==> src/rtl/outer_frame_sender.sv <==
// Host-side transmitter for the outer inbound link: one size command per descriptor, then the data words.
// Latency: data pass-through is combinational (0 cycles); with OUTER_SENDER_SKID_EN it is registered (1 cycle).
// Backpressure: cmd waits for cmd_canReceive; data stalls propagate to d_canReceive (through the skid buffer when enabled).
//
// Optional build macro: OUTER_SENDER_SKID_EN inserts a 2-entry registered skid buffer between d and o__in.
//
// Ports:
//   clk, rst                   clock and synchronous active-high reset
//   desc/_isReady/_canReceive  transfer size in 64-bit words (0 = automatic, ends on d_isLast)
//   d/_isReady/_canReceive     host data word stream, d_isLast marks the final word
//   d_isLast                   host end-of-transfer marker, qualifies d
//   cmd/_isReady/_canReceive   size command toward the adapter
//   o__in/_isReady/_canReceive data toward the adapter
//   busy                       a transfer is in progress
//   err                        sticky: d_isLast seen on a non-final word of a sized transfer
module outer_frame_sender #(
  parameter int MAX_WORD_LEN = 15
) (
  input  logic                    clk,
  input  logic                    rst,
  input  logic [MAX_WORD_LEN-1:0] desc,
  input  logic                    desc_isReady,
  output logic                    desc_canReceive,
  input  logic [63:0]             d,
  input  logic                    d_isReady,
  output logic                    d_canReceive,
  input  logic                    d_isLast,
  output logic [MAX_WORD_LEN-1:0] cmd,
  output logic                    cmd_isReady,
  input  logic                    cmd_canReceive,
  output logic [63:0]             o__in,
  output logic                    o__in_isReady,
  input  logic                    o__in_canReceive,
  output logic                    busy,
  output logic                    err
);

  localparam logic [1:0] ST_IDLE   = 2'd0;
  localparam logic [1:0] ST_ISSUE  = 2'd1;
  localparam logic [1:0] ST_STREAM = 2'd2;

  localparam logic [MAX_WORD_LEN-1:0] CNT_ONE = MAX_WORD_LEN'(1);

  logic [1:0]              r_state;
  logic [MAX_WORD_LEN-1:0] r_size;
  logic [MAX_WORD_LEN-1:0] r_cnt;
  logic                    r_err;

  logic w_idle;
  logic w_issue;
  logic w_stream;
  logic w_desc_fire;
  logic w_cmd_fire;
  logic w_d_fire;
  logic w_auto;
  logic w_d_final;
  logic w_err_set;
  logic w_stream_done;

  assign w_idle   = (r_state == ST_IDLE);
  assign w_issue  = (r_state == ST_ISSUE);
  assign w_stream = (r_state == ST_STREAM);

  assign desc_canReceive = w_idle;
  assign cmd_isReady     = w_issue;
  assign cmd             = w_issue ? r_size : '0;
  assign busy            = ~w_idle;
  assign err             = r_err;

  assign w_desc_fire = desc_isReady & desc_canReceive;
  assign w_cmd_fire  = cmd_isReady & cmd_canReceive;
  assign w_d_fire    = d_isReady & d_canReceive;
  assign w_auto      = (r_size == '0);

  // Final host word: auto mode ends on d_isLast, sized mode ends on the count.
  assign w_d_final = w_d_fire & (w_auto ? d_isLast : (r_cnt == CNT_ONE));
  // An early d_isLast in sized mode is only flagged; the transfer still runs to full count.
  assign w_err_set = w_d_fire & ~w_auto & d_isLast & (r_cnt > CNT_ONE);

`ifdef OUTER_SENDER_SKID_EN
  // Two-entry buffer: r_q0 is the head driving o__in, r_q1 catches a word while the head is stalled.
  logic [63:0] r_q0;
  logic [63:0] r_q1;
  logic [1:0]  r_q_cnt;
  logic        r_final_taken;
  logic        w_out_fire;
  logic [1:0]  w_q_cnt_nxt;

  assign o__in         = r_q0;
  assign o__in_isReady = (r_q_cnt != 2'd0);
  assign w_out_fire    = o__in_isReady & o__in_canReceive;
  // Host side accepts from buffer occupancy only, so d_canReceive does not depend on o__in_canReceive.
  assign d_canReceive  = w_stream & ~r_final_taken & (r_q_cnt != 2'd2);

  always_comb begin
    w_q_cnt_nxt = r_q_cnt;
    if (w_d_fire && !w_out_fire) begin
      w_q_cnt_nxt = r_q_cnt + 2'd1;
    end else if (!w_d_fire && w_out_fire) begin
      w_q_cnt_nxt = r_q_cnt - 2'd1;
    end
  end

  // Leave STREAM only after the final host word is taken and the buffer has drained.
  assign w_stream_done = w_stream & (r_final_taken | w_d_final) & (w_q_cnt_nxt == 2'd0);

  always_ff @(posedge clk) begin
    if (rst) begin
      r_q0          <= '0;
      r_q1          <= '0;
      r_q_cnt       <= 2'd0;
      r_final_taken <= 1'b0;
    end else begin
      r_q_cnt <= w_q_cnt_nxt;
      if (w_stream_done) begin
        r_final_taken <= 1'b0;
      end else if (w_d_final) begin
        r_final_taken <= 1'b1;
      end
      if (w_out_fire) begin
        if (w_d_fire && (r_q_cnt == 2'd1)) begin
          r_q0 <= d;
        end else begin
          r_q0 <= r_q1;
        end
        if (w_d_fire && (r_q_cnt == 2'd2)) begin
          r_q1 <= d;
        end
      end else if (w_d_fire) begin
        if (r_q_cnt == 2'd0) begin
          r_q0 <= d;
        end else begin
          r_q1 <= d;
        end
      end
    end
  end
`else
  // Pass-through: the adapter sees the host word directly during STREAM.
  assign o__in         = d;
  assign o__in_isReady = w_stream & d_isReady;
  assign d_canReceive  = w_stream & o__in_canReceive;
  assign w_stream_done = w_d_final;
`endif

  always_ff @(posedge clk) begin
    if (rst) begin
      r_state <= ST_IDLE;
      r_size  <= '0;
      r_cnt   <= '0;
      r_err   <= 1'b0;
    end else begin
      if (w_err_set) begin
        r_err <= 1'b1;
      end
      case (r_state)
        ST_IDLE: begin
          if (w_desc_fire) begin
            r_size  <= desc;
            r_state <= ST_ISSUE;
          end
        end
        ST_ISSUE: begin
          if (w_cmd_fire) begin
            r_cnt   <= r_size;
            r_state <= ST_STREAM;
          end
        end
        ST_STREAM: begin
          // Counter only moves in sized mode and never wraps below zero.
          if (w_d_fire && !w_auto && (r_cnt != '0)) begin
            r_cnt <= r_cnt - CNT_ONE;
          end
          if (w_stream_done) begin
            r_state <= ST_IDLE;
          end
        end
        default: begin
          r_state <= ST_IDLE;
        end
      endcase
    end
  end

endmodule

==> config.mk <==
export PLATFORM = sky130hd
export DESIGN_NAME = outer_frame_sender
export DESIGN_NICKNAME = d
export VERILOG_FILES = /design/src/rtl/outer_frame_sender.sv
export SDC_FILE = /design/constraint.sdc
export NUM_CORES = 1
export LEC_CHECK = 0
export ABC_AREA = 1
export CAP_MARGIN = 20
export CORE_ASPECT_RATIO = 0.75
export CORE_MARGIN = 2
export CORE_UTILIZATION = 40
export CTS_BUF_LIST = sky130_fd_sc_hd__clkbuf_4
export DETAILED_ROUTE_END_ITERATION = 6
export GPL_ROUTABILITY_DRIVEN = 0
export PLACE_DENSITY = 0.95
export REMOVE_ABC_BUFFERS = 1
export SLEW_MARGIN = 20
export SYNTH_ARGS = -nofsm -noshare
export SYNTH_HDL_FRONTEND = slang
export SYNTH_SLANG_ARGS = --single-unit
==> constraint.sdc <==
create_clock -name clk -period 2.2 [get_ports clk]
set_input_delay 0.22 -clock clk [delete_from_list [all_inputs] [get_ports clk]]
set_output_delay 0.22 -clock clk [all_outputs]
set_load 0.02 [all_outputs]
==> key figures <==
Logic synthesis
  – Synth Area in Adders: 0.0100
  – XOR/XNOR Fraction of Synth Area: 0.00701
  – Avg Inst Size Synth: 6.71 um2
  – Post-synth EDFFs: 0
  – Dominant synthesized flop cell: dfxtp_1
  – Synth Instances: 372
  – Post-synthesis cell type count: 32
  – Async SR Flop Fraction: 0
  – Synth Area in Compound Gates: 0.135
  – Combinational family with the most area after synthesis: simple AND/OR/NAND/NOR gates
  – Synth Area in Simple Gates: 0.302
  – Post-Syn Area: 2500 um2
  – Seq/Total Area, Yosys: 0.265
  – Yosys warns: 0
  – Mux share of post-synthesis cell area: 0
  – Seq cells post-synth: 33

Critical path
  – Crit path capture type: output port
  – Max Fanout on Critical Path: 16
  – Critical Path AT: 1.88 ns
  – Slowest stage delay, CP: 0.61 ns
  – CP startpoint kind: flop
  – Critical Path Most Common Cell: inv_2
  – Critical Path RT: 1.98 ns
  – Crit path max-delay cell type: clkdlybuf4s50_1
  – Worst setup path class: reg2out
  – Worst-path cell chain: inv_2 > nor2_2 > inv_2 > nor2_1 > clkdlybuf4s50_1

Clock network
  – Clock Latency Late Sink: 0.35 ns
  – Post-CTS setup buffer count: 0
  – CTS buffer count: 5
  – H-tree level count: 2
  – Clock Path Buffers: 2
  – Clock tree sinks: 33
  – CTS tree: built
  – CTS Hold Buffers Added: 0
  – Clock transition at the registers of the reported paths: 0.11 ns
  – CTS resizes: 0
  – Root Buffer: clkbuf_4

STA
  – Maximum clock frequency: 475 MHz
  – Worst clock skew: 0.0124 ns
  – RSZ-0062 raised after global routing: false
  – Setup violators final: 0
  – Final hold violation count: 0
  – Slew @ Worst Pin: 0.619 ns
  – Tcrit/Tclk final: 0.957
  – Final slew viol count: 0
  – Slew headroom: 0.587
  – Setup TNS: 0 ns
  – Minimum clock period: 2.10 ns

Routing
  – Vias: 2,330
  – ANT nets after route: 0
  – Routed wl met3: 2.38 mm
  – Drt pass-1 iters: 5
  – Wl on met1: 3.67 mm
  – Top Metal Used: met5
  – WL per Instance: 23.3 um
  – Routed length on met2: 3.72 mm
  – DR iter-0 viols: 297
  – DRT Wirelength: 10.0 mm
  – Residual DRC: 0
  – Drt via density: 5.42

Pwr
  – Leak: 1.09 nW
  – Power Total: 1.57 mW
  – Pwr per Cell Area: 614 nW/um2
  – Worst VDD drop: 0.454 mV

Global routing
  – Largest net degree at the start of global routing: 32
  – Vias in the first global route: 2,130
  – Grt total ovfl: 0
  – Total track usage: 0.291
  – Initial antenna violation count: 0
  – Global-route wire length before repair: 14.0 mm

Floorplanning
  – I/O pins: 171
  – Initial core utilization: 0.422
  – Die H: 72.4 um
  – Die X: 95.2 um
  – Die ar.: 6900 um2
  – Core Area: 5920 um2
  – Row count: 24

Status
  – Status: complete, no violations

Placement
  – Area post-placement: 2510 um2
  – Dpl hpwl: 8.22 mm
  – Port Buffers: 42

Layout
  – Nets: 439
  – Antenna fix cells: 0
  – Layout cell share with drive strength beyond 1: 0.134
  – P&R area growth vs syn: 2.61%
  – Final Instance Area: 2560 um2

Flow run
  – Max_cap viols: 0

Hold path
  – Min-Delay Path Class: in2out
cell families after synthesis:
group           count (synthesis)
simple gates                  157
flops                          33
buf+inv                       117
xor+xnor                        2
fa+ha+maj                       2
compound gates                 61
cell usage in the layout, fill, tap and decap left out:
cell type / n
a22oi_1: 1
nand3_1: 18
nand4_1: 4
nor2_8: 1
clkbuf_4: 5
clkdlybuf4s50_1: 42
o21ai_0: 30
nor3_4: 1
o21ai_2: 3
dfxtp_1: 33
ha_1: 2
clkinvlp_4: 1
xor2_1: 2
nand3_2: 4
nand2_1: 42
nand3b_1: 1
inv_2: 2
nor2_4: 1
inv_1: 38
nand3_4: 1
a21oi_1: 18
nor2_1: 69
nor2_2: 7
nand2_2: 5
a21oi_2: 5
o21ai_1: 4
clkinv_1: 1
inv_4: 1
buf_4: 4
clkinv_2: 3
nand2_4: 3
worst max-delay path, delay by kind of cell, from the launching register on:
kind / cells / cell delay, ns
flip-flops: 1 / 0.38
buffers and inverters: 3 / 0.84
AND/OR/NAND/NOR: 2 / 0.29
layout make-up:
class | count | area, um2
fill | 548 | 3350
multi-input combinational | 222 | 1130
sequential | 33 | 661
timing repair buffer | 46 | 450
inverter | 43 | 165
tap | 78 | 97.6
clock buffer | 5 | 37.5
clock inverter | 3 | 17.5
final timing paths:
check | startpoint | endpoint | slack [ns] | depth (start not counted)
worst max-delay path | r_state[0] | cmd[1] | 0.1 | 5
worst min-delay path | d[44] | o__in[44] | 0.44 | 0
worst max register to register | r_cnt[1] | r_cnt[1] | 0.37 | 10
worst min register to register | err | err | 0.49 | 2
flip-flops by register name, indices dropped and copies added, names as in the netlist:
name,flops
r_size,15
r_cnt,15
err,1
r_state,2
report_power, final:
part	internal, mW	switching [mW]	total, mW
Clock	0.120	0.226	0.346
Sequential	0.644	0.0421	0.686
Combinational	0.204	0.337	0.541
per-layer routing:
metal / GRT usage / vias up
li1: - / 1061
met3: 0.286 / 17
met5: 0.129 / -
met1: 0.333 / 1026
met2: 0.358 / 224
met4: 0.0902 / 2
through the flow:
step           worst slack, ns  instances  utilization  hold WS (ns)
2_1_floorplan            0.558        298            -         0.282
3_3_place_gp             0.429        422        0.424         0.440
3_5_place_dp             0.349        422        0.424         0.440
4_1_cts                 0.0973        430        0.433         0.440
5_1_grt                 0.0152        430        0.433         0.440
6_report                0.0956        430        0.433         0.440
cells in the mapped netlist (3+ instances only):
cell type  instances  share of area
a21oi_1           18          0.036
a21oi_2            5          0.018
buf_2              3         0.0060
buf_4             64           0.19
clkbuf_1           5         0.0075
dfxtp_1           33           0.26
inv_1             38          0.057
nand2_1           42          0.063
nand2_2            5          0.013
nand2_4            3          0.014
nand3_1           18          0.036
nand3_2            4          0.016
nand4_1            4          0.010
nor2_1            69           0.10
nor2_2             7          0.018
o21ai_0           30          0.060
o21ai_1            4         0.0080
o21ai_2            3          0.011
Power figures use the tool's default switching activity.
